File: src/rtl/vga_timing_gen.sv
// 640x480@60 raster timing: x/y counters out, registered blanked RGB + syncs back.
// Latency: RGB/HS/VS/video_on lag x/y by exactly one clock. frame_start is aligned with x=0,y=0.
// Backpressure: none. Free-running every clock. Optional define VGA_TEST_PATTERN_EN replaces color with bars.
module vga_timing_gen #(
  parameter int H_VISIBLE = 640,
  parameter int H_FRONT   = 16,
  parameter int H_SYNC    = 96,
  parameter int H_BACK    = 48,
  parameter int V_VISIBLE = 480,
  parameter int V_FRONT   = 10,
  parameter int V_SYNC    = 2,
  parameter int V_BACK    = 33
) (
  input  logic        CLOCK_25,
  input  logic        RESET_N,
  input  logic [2:0]  color,
  output logic [11:0] x,
  output logic [11:0] y,
  output logic        VGA_HS,
  output logic        VGA_VS,
  output logic        VGA_R,
  output logic        VGA_G,
  output logic        VGA_B,
  output logic        video_on,
  output logic        frame_start
);

  localparam logic [11:0] H_LAST   = 12'(H_VISIBLE + H_FRONT + H_SYNC + H_BACK - 1);
  localparam logic [11:0] V_LAST   = 12'(V_VISIBLE + V_FRONT + V_SYNC + V_BACK - 1);
  localparam logic [11:0] H_VIS    = 12'(H_VISIBLE);
  localparam logic [11:0] V_VIS    = 12'(V_VISIBLE);
  localparam logic [11:0] HS_START = 12'(H_VISIBLE + H_FRONT);
  localparam logic [11:0] HS_END   = 12'(H_VISIBLE + H_FRONT + H_SYNC);
  localparam logic [11:0] VS_START = 12'(V_VISIBLE + V_FRONT);
  localparam logic [11:0] VS_END   = 12'(V_VISIBLE + V_FRONT + V_SYNC);

  logic [11:0] h_cnt_q, h_cnt_d;
  logic [11:0] v_cnt_q, v_cnt_d;
  logic        hs_q, hs_d;
  logic        vs_q, vs_d;
  logic [2:0]  rgb_q, rgb_d;
  logic        video_on_q, video_on_d;
  logic        frame_start_q, frame_start_d;

  logic        h_last;
  logic        v_last;
  logic        visible;

`ifdef VGA_TEST_PATTERN_EN
  // Input color is deliberately ignored while the bar pattern is selected.
  logic color_unused;
  assign color_unused = ^color;
`endif

  // Counter advance and output-stage decode from the current counter position.
  always_comb begin
    h_last  = (h_cnt_q == H_LAST);
    v_last  = (v_cnt_q == V_LAST);

    h_cnt_d = h_last ? 12'd0 : h_cnt_q + 12'd1;
    v_cnt_d = v_cnt_q;
    if (h_last) begin
      v_cnt_d = v_last ? 12'd0 : v_cnt_q + 12'd1;
    end

    visible    = (h_cnt_q < H_VIS) && (v_cnt_q < V_VIS);
    hs_d       = !((h_cnt_q >= HS_START) && (h_cnt_q < HS_END));
    vs_d       = !((v_cnt_q >= VS_START) && (v_cnt_q < VS_END));
    video_on_d = visible;
`ifdef VGA_TEST_PATTERN_EN
    // Vertical bars, 128 pixels wide, valued 0..4 across the visible line.
    rgb_d      = visible ? h_cnt_q[9:7] : 3'b000;
`else
    rgb_d      = visible ? color : 3'b000;
`endif
    // Next position is (0,0), so the pulse lands with x=0,y=0 on the outputs.
    frame_start_d = h_last && v_last;
  end

  // Counters and registered output stage; reset parks syncs inactive.
  always_ff @(posedge CLOCK_25 or negedge RESET_N) begin
    if (!RESET_N) begin
      h_cnt_q       <= 12'd0;
      v_cnt_q       <= 12'd0;
      hs_q          <= 1'b1;
      vs_q          <= 1'b1;
      rgb_q         <= 3'b000;
      video_on_q    <= 1'b0;
      frame_start_q <= 1'b0;
    end else begin
      h_cnt_q       <= h_cnt_d;
      v_cnt_q       <= v_cnt_d;
      hs_q          <= hs_d;
      vs_q          <= vs_d;
      rgb_q         <= rgb_d;
      video_on_q    <= video_on_d;
      frame_start_q <= frame_start_d;
    end
  end

  assign x           = h_cnt_q;
  assign y           = v_cnt_q;
  assign VGA_HS      = hs_q;
  assign VGA_VS      = vs_q;
  assign VGA_R       = rgb_q[2];
  assign VGA_G       = rgb_q[1];
  assign VGA_B       = rgb_q[0];
  assign video_on    = video_on_q;
  assign frame_start = frame_start_q;

endmodule

File: config.mk
export PLATFORM = sky130hd
export DESIGN_NAME = vga_timing_gen
export DESIGN_NICKNAME = d
export VERILOG_FILES = /design/src/rtl/vga_timing_gen.sv
export SDC_FILE = /design/constraint.sdc
export NUM_CORES = 1
export LEC_CHECK = 0
export BUFFER_PORTS_ARGS = -buffer_cell sky130_fd_sc_hd__buf_2
export CAP_MARGIN = 20
export CORE_MARGIN = 3
export CORE_UTILIZATION = 56
export CTS_CLUSTER_DIAMETER = 200
export DETAILED_ROUTE_END_ITERATION = 8
export GPL_TIMING_DRIVEN = 0
export PLACE_DENSITY = 0.88
export SLEW_MARGIN = 10
export SYNTH_ARGS = -nofsm -noshare
export SYNTH_HDL_FRONTEND = slang
export SYNTH_SLANG_ARGS = --single-unit
File: constraint.sdc
create_clock -name CLOCK_25 -period 5.4 [get_ports CLOCK_25]
set_input_delay 0 -clock CLOCK_25 [delete_from_list [all_inputs] [get_ports CLOCK_25]]
set_output_delay 0 -clock CLOCK_25 [all_outputs]
set_load 0.01 [all_outputs]
# After elaboration in Yosys (flattened, before gate mapping)
# Index checks and enable logic that the tools add are counted.
# classes
muxes	3
addsub	2
n_eq_ne	2
order_cmp	6
n_reduce_logical	6
# ops
operator	count
adder 12 x 1 -> 12 bit (second input constant)	2
== test 12 x 10 -> 1 bit (second input constant)	2
< comparator 12 x 10 -> 1 bit (second input constant)	2
< comparator 12 x 9 -> 1 bit (second input constant)	2
two-way mux 12 bit	2
>= comparator 12 x 10 -> 1 bit (second input constant)	1
>= comparator 12 x 9 -> 1 bit (second input constant)	1
logical AND 1 bit	4
two-way mux 3 bit	1
zero test 1 bit	2
# word_totals
in_bits	5
ff_bits	31
wordCells	26

# Logic depth before layout (Yosys ltp)
# depth
ltp_word	3
ltp_mapped	7
ltp_nobuf	6

# Least setup slack after synthesis
# No wires, ideal clock.
# synth_timing
kind	register to register
start	register h_cnt_q[7] (netlist: x[7])
end	register v_cnt_q[11] (netlist: y[11])
path_slack_ns	3.306
required_ns	5.317
setup_ns	0.083
path_stages_with_launch	5
t_arrival_ns	2.011
cell_sequence	dfrtp_1 > or4b_4 > or4_4 > or4b_1 > o21ai_0
# synth_via
elab_chain_cells	1
# synth_rtl
item	line_no	text
start, declared	37	logic [11:0] h_cnt_q, h_cnt_d;
start signal, assigned	91	h_cnt_q <= h_cnt_d;
== test 12 x 10 -> 1 bit	57	h_last = (h_cnt_q == H_LAST);
end signal, assigned	92	v_cnt_q <= v_cnt_d;
end, declared	38	logic [11:0] v_cnt_q, v_cnt_d;
# Every way passes these cells.
# A chain may end at the register's enable or synchronous reset.

# Worst setup path after layout
# layout_timing
start	register h_cnt_q[0] (netlist: x[0])
end	register v_cnt_q[5] (netlist: y[5])
# Same word-level chain as after synthesis.

==> flow_results.xml <==
<?xml version="1.0" encoding="UTF-8"?>
<metrics>
  <group name="worst_setup_path">
    <metric name="worstSetupStartpointType" unit="">flip-flop</metric>
    <metric name="crit_fanout" unit="">10</metric>
    <metric name="cpPeakStageDelay" unit="ns">0.89</metric>
    <metric name="cells_along_the_critical_path" unit="">ha_1 &gt; nand3_1 &gt; nor4_2 &gt; nand2_1 &gt; o31ai_1</metric>
    <metric name="timing_worst_setup_path_type" unit="">reg2reg</metric>
    <metric name="worst_path_max_delay_cell" unit="">sky130_fd_sc_hd__nor4_2</metric>
    <metric name="cp_data_arrival_time" unit="ns">2.69</metric>
    <metric name="crit_required" unit="ns">5.63</metric>
    <metric name="critPathTopFamily" unit="">simple AND/OR/NAND/NOR gates</metric>
    <metric name="critical_path.n_buffers_inverters" unit="">0</metric>
    <metric name="setup.worst_path.end_class" unit="">flip-flop</metric>
    <metric name="timing.reg2reg.setup_slack" unit="ns">2.93</metric>
  </group>
  <group name="clocking">
    <metric name="clock_path_buffers" unit="">2</metric>
    <metric name="clockRootBuffer" unit="">sky130_fd_sc_hd__clkbuf_4</metric>
    <metric name="cts-buffers-inserted" unit="">5</metric>
    <metric name="clock_latency" unit="ns">0.34</metric>
    <metric name="cts_htree_levels" unit="">2</metric>
    <metric name="tritoncts" unit="">built</metric>
    <metric name="postCtsSetupBuffers" unit="">0</metric>
    <metric name="sink_count_of_the_clock_tree" unit="">31</metric>
    <metric name="clk_pin_slew_worst_paths" unit="ns">0.10</metric>
  </group>
  <group name="placed_design">
    <metric name="dp_hpwl" unit="mm">2.26</metric>
    <metric name="numPortBuffers" unit="">35</metric>
    <metric name="routabilityCongestion" unit="">0.868</metric>
  </group>
  <group name="yosys">
    <metric name="syn_area" unit="mm2">0.00146</metric>
    <metric name="synthDistinctLibCells" unit="">33</metric>
    <metric name="synth-async-reset-ratio" unit="%">100</metric>
    <metric name="yosys_warnings" unit="">0</metric>
    <metric name="synthFlopType" unit="">sky130_fd_sc_hd__dfrtp_1</metric>
    <metric name="synth.area.mux_share" unit="%">1.37</metric>
    <metric name="synth-compound-area-share" unit="%">6.00</metric>
    <metric name="synth-edff-count" unit="">0</metric>
    <metric name="synth.area.top_cells" unit="">sky130_fd_sc_hd__dfrtp_1, sky130_fd_sc_hd__xor2_1, sky130_fd_sc_hd__dfstp_2, sky130_fd_sc_hd__ha_1, sky130_fd_sc_hd__nand3_1</metric>
    <metric name="synth_top_family_by_area" unit="">simple AND/OR/NAND/NOR gates</metric>
    <metric name="yosysTopAreaCellShare" unit="%">49.7</metric>
    <metric name="synth-seq-area-share" unit="%">53.3</metric>
    <metric name="post_synth_fa_ha_maj_area_fraction" unit="%">3.43</metric>
    <metric name="synth_area_per_cell" unit="um2">10.4</metric>
    <metric name="synth_largest_area_cell" unit="">sky130_fd_sc_hd__dfrtp_1</metric>
    <metric name="synth_xor_area_share" unit="%">7.20</metric>
    <metric name="post_synthesis_register_bit_count" unit="">31</metric>
    <metric name="synth_fp_nets" unit="">149</metric>
    <metric name="post_synth_inst_count" unit="">140</metric>
    <metric name="synthSimpleGateAreaFrac" unit="%">25.6</metric>
  </group>
  <group name="layout">
    <metric name="final_layout_fill_cell_count" unit="">158</metric>
    <metric name="syn_to_final_growth" unit="%">23.1</metric>
    <metric name="n_antenna_cell" unit="">0</metric>
    <metric name="nNetsFinal" unit="">195</metric>
    <metric name="final_layout_size_suffix_gt1_share" unit="%">27.3</metric>
  </group>
  <group name="sta">
    <metric name="period_utilisation_layout" unit="%">45.7</metric>
    <metric name="period_needed" unit="ns">2.47</metric>
    <metric name="timing.final.setup_violations" unit="">0</metric>
    <metric name="tightest_slew" unit="ns">0.941</metric>
    <metric name="grt_setup_unrepaired" unit="">no</metric>
    <metric name="final_max_slew_viol_count" unit="">0</metric>
    <metric name="clock-skew-final" unit="ns">0.0130</metric>
    <metric name="totalNegativeSetupSlack" unit="ns">0</metric>
    <metric name="maxSlewHeadroom" unit="%">36.7</metric>
    <metric name="achievable-frequency" unit="MHz">406</metric>
    <metric name="finalHoldViolCount" unit="">0</metric>
  </group>
  <group name="power">
    <metric name="internal-power" unit="uW">347</metric>
    <metric name="pwr-share-clk" unit="%">44.0</metric>
    <metric name="p_sw_share" unit="%">20.3</metric>
    <metric name="power.total" unit="uW">435</metric>
    <metric name="vdd_drop_max" unit="V">0.000348</metric>
    <metric name="cellLeakagePower" unit="uW">0.000881</metric>
    <metric name="p_seq_share" unit="%">53.7</metric>
    <metric name="pwr_density_cell" unit="mW/mm2">242</metric>
    <metric name="comb_power_share" unit="%">2.4</metric>
    <metric name="p_sw" unit="uW">88.2</metric>
  </group>
  <group name="drt">
    <metric name="drt_first_iter_violations" unit="">46</metric>
    <metric name="post-route-drc-count" unit="">0</metric>
    <metric name="final_antenna_net_count" unit="">0</metric>
    <metric name="drtPass1Iterations" unit="">6</metric>
    <metric name="vias_per_cell" unit="">5.61</metric>
    <metric name="wire_per_inst" unit="um">14.8</metric>
    <metric name="routed_vias" unit="">1207</metric>
    <metric name="drt-total-wl" unit="mm">3.18</metric>
  </group>
  <group name="floorplanning">
    <metric name="initial_utilization" unit="%">62.4</metric>
    <metric name="floorplan.core_area" unit="mm2">0.00234</metric>
    <metric name="fp.dieH" unit="um">57.0</metric>
    <metric name="num_io_pins" unit="">36</metric>
    <metric name="die_area" unit="mm2">0.00325</metric>
    <metric name="horiz_die_dim" unit="um">57.0</metric>
    <metric name="rows" unit="">17</metric>
  </group>
  <group name="global_routing">
    <metric name="grt_use_met1" unit="%">25.0</metric>
    <metric name="grt_pass1_wl" unit="mm">5.25</metric>
    <metric name="grt.overflow.total" unit="">0</metric>
    <metric name="gr-usage-met2" unit="%">35.9</metric>
    <metric name="grt_pass1_vias" unit="">1171</metric>
    <metric name="grt_antenna_before_repair" unit="">0</metric>
    <metric name="gr-usage-all-layers" unit="%">20.6</metric>
    <metric name="use_met3" unit="%">6.11</metric>
    <metric name="grt-busiest-layer" unit="">met2</metric>
    <metric name="grt_start_max_net_pins" unit="">32</metric>
  </group>
  <group name="outcome">
    <metric name="status" unit="">finished, final reports clean</metric>
  </group>
  <group name="hold_path">
    <metric name="hold_path_class" unit="">in2async</metric>
  </group>
  <group name="job">
    <metric name="max_cap_viol_count" unit="">0</metric>
  </group>
</metrics>
final timing paths:
| path | start | endpoint | cells after the start |
|---|---|---|---|
| max in group asynchronous | RESET_N | x[0] | 2 |
| max | x[0] | y[5] | 5 |
| min reg2reg | x[11] | x[11] | 1 |
| min | RESET_N | y[10] | 2 |
| min in group CLOCK_25 | color[1] | rgb_q[1] | 3 |
| max reg2reg | x[0] | y[5] | 5 |
cell usage after synthesis (4+ instances only):
| master | n |
|---|---|
| sky130_fd_sc_hd__a21oi_1 | 5 |
| sky130_fd_sc_hd__and2_1 | 5 |
| sky130_fd_sc_hd__dfrtp_1 | 29 |
| sky130_fd_sc_hd__ha_1 | 4 |
| sky130_fd_sc_hd__inv_1 | 7 |
| sky130_fd_sc_hd__nand2_1 | 13 |
| sky130_fd_sc_hd__nand3_1 | 10 |
| sky130_fd_sc_hd__nand4_1 | 5 |
| sky130_fd_sc_hd__nor2_1 | 7 |
| sky130_fd_sc_hd__nor3_1 | 6 |
| sky130_fd_sc_hd__o21ai_0 | 8 |
| sky130_fd_sc_hd__xor2_1 | 9 |
cell families after synthesis:
family,after synthesis
adders and majority gates,4
muxes,2
AOI/OAI and AO/OA,16
and+or+nand+nor,64
DFF,31
xor gates and xnor gates,12
buffers and inverters,11
placed cells by master, fill, tap and decap left out, types with 6 or more instances in the layout:
master,synthesis,layout
sky130_fd_sc_hd__dfrtp_1,29,29
sky130_fd_sc_hd__xor2_1,9,9
sky130_fd_sc_hd__nor2_1,7,7
sky130_fd_sc_hd__o21ai_0,8,8
sky130_fd_sc_hd__nor3_1,6,6
sky130_fd_sc_hd__nand2_1,13,13
sky130_fd_sc_hd__inv_1,7,7
sky130_fd_sc_hd__nand3_1,10,10
sky130_fd_sc_hd__buf_2,0,35
area by class of cell:
class / count / area, um2 / area share [%]
Multi-Input combinational cell: 98 / 636 / 35.4
Sequential cell: 31 / 778 / 43.3
Buffer: 4 / 18.8 / 1.05
Clock buffer: 6 / 51.3 / 2.86
Inverter: 7 / 26.3 / 1.46
Clock inverter: 2 / 35.0 / 1.95
Tap cell: 28 / 35.0 / 1.95
Timing Repair Buffer: 39 / 215 / 12.0
flip-flops by register name (all words and copies together), names as in the netlist:
name         cells
y               12
rgb_q            3
frame_start      1
VGA_VS           1
x               12
video_on         1
VGA_HS           1
layer usage:
layer  part of all wire [%]  vias to the layer above
met3                    6.4                       10
met4                    1.6                        0
li1                       -                      583
met2                     47                       45
met5                      0                        -
met1                     45                      569
power by group through the flow:
stage / logic [uW] / clock network, uW / registers, uW
finish: 10.3 / 191 / 233
global route: 11.7 / 206 / 234
CTS: 10.7 / 193 / 233
detailed placement: 8.38 / 0 / 238
global placement: 8.16 / 0 / 238
floorplan: 0.716 / 0 / 239
repair_timing:
item / 4_1_cts / 5_1_grt
endpoints found under the hold margin: 32 / 0
hold buffers: 4 / 0
resized for setup: 0 / 0
metrics by stage:
stage | util (%) | worst slack (ns) | hold slack [ns] | cell area [um2] | instances
CTS | 76.7 | 2.99 | 0.253 | 1800 | 215
floorplan | - | 3.31 | -0.296 | 1460 | 140
detailed placement | 71.3 | 3.00 | 0.0698 | 1670 | 203
finish | 76.7 | 2.93 | 0.224 | 1800 | 215
global route | 76.7 | 2.85 | 0.289 | 1800 | 215
global placement | 71.3 | 3.17 | 0.0596 | 1670 | 203
Power figures use the tool's default switching activity.
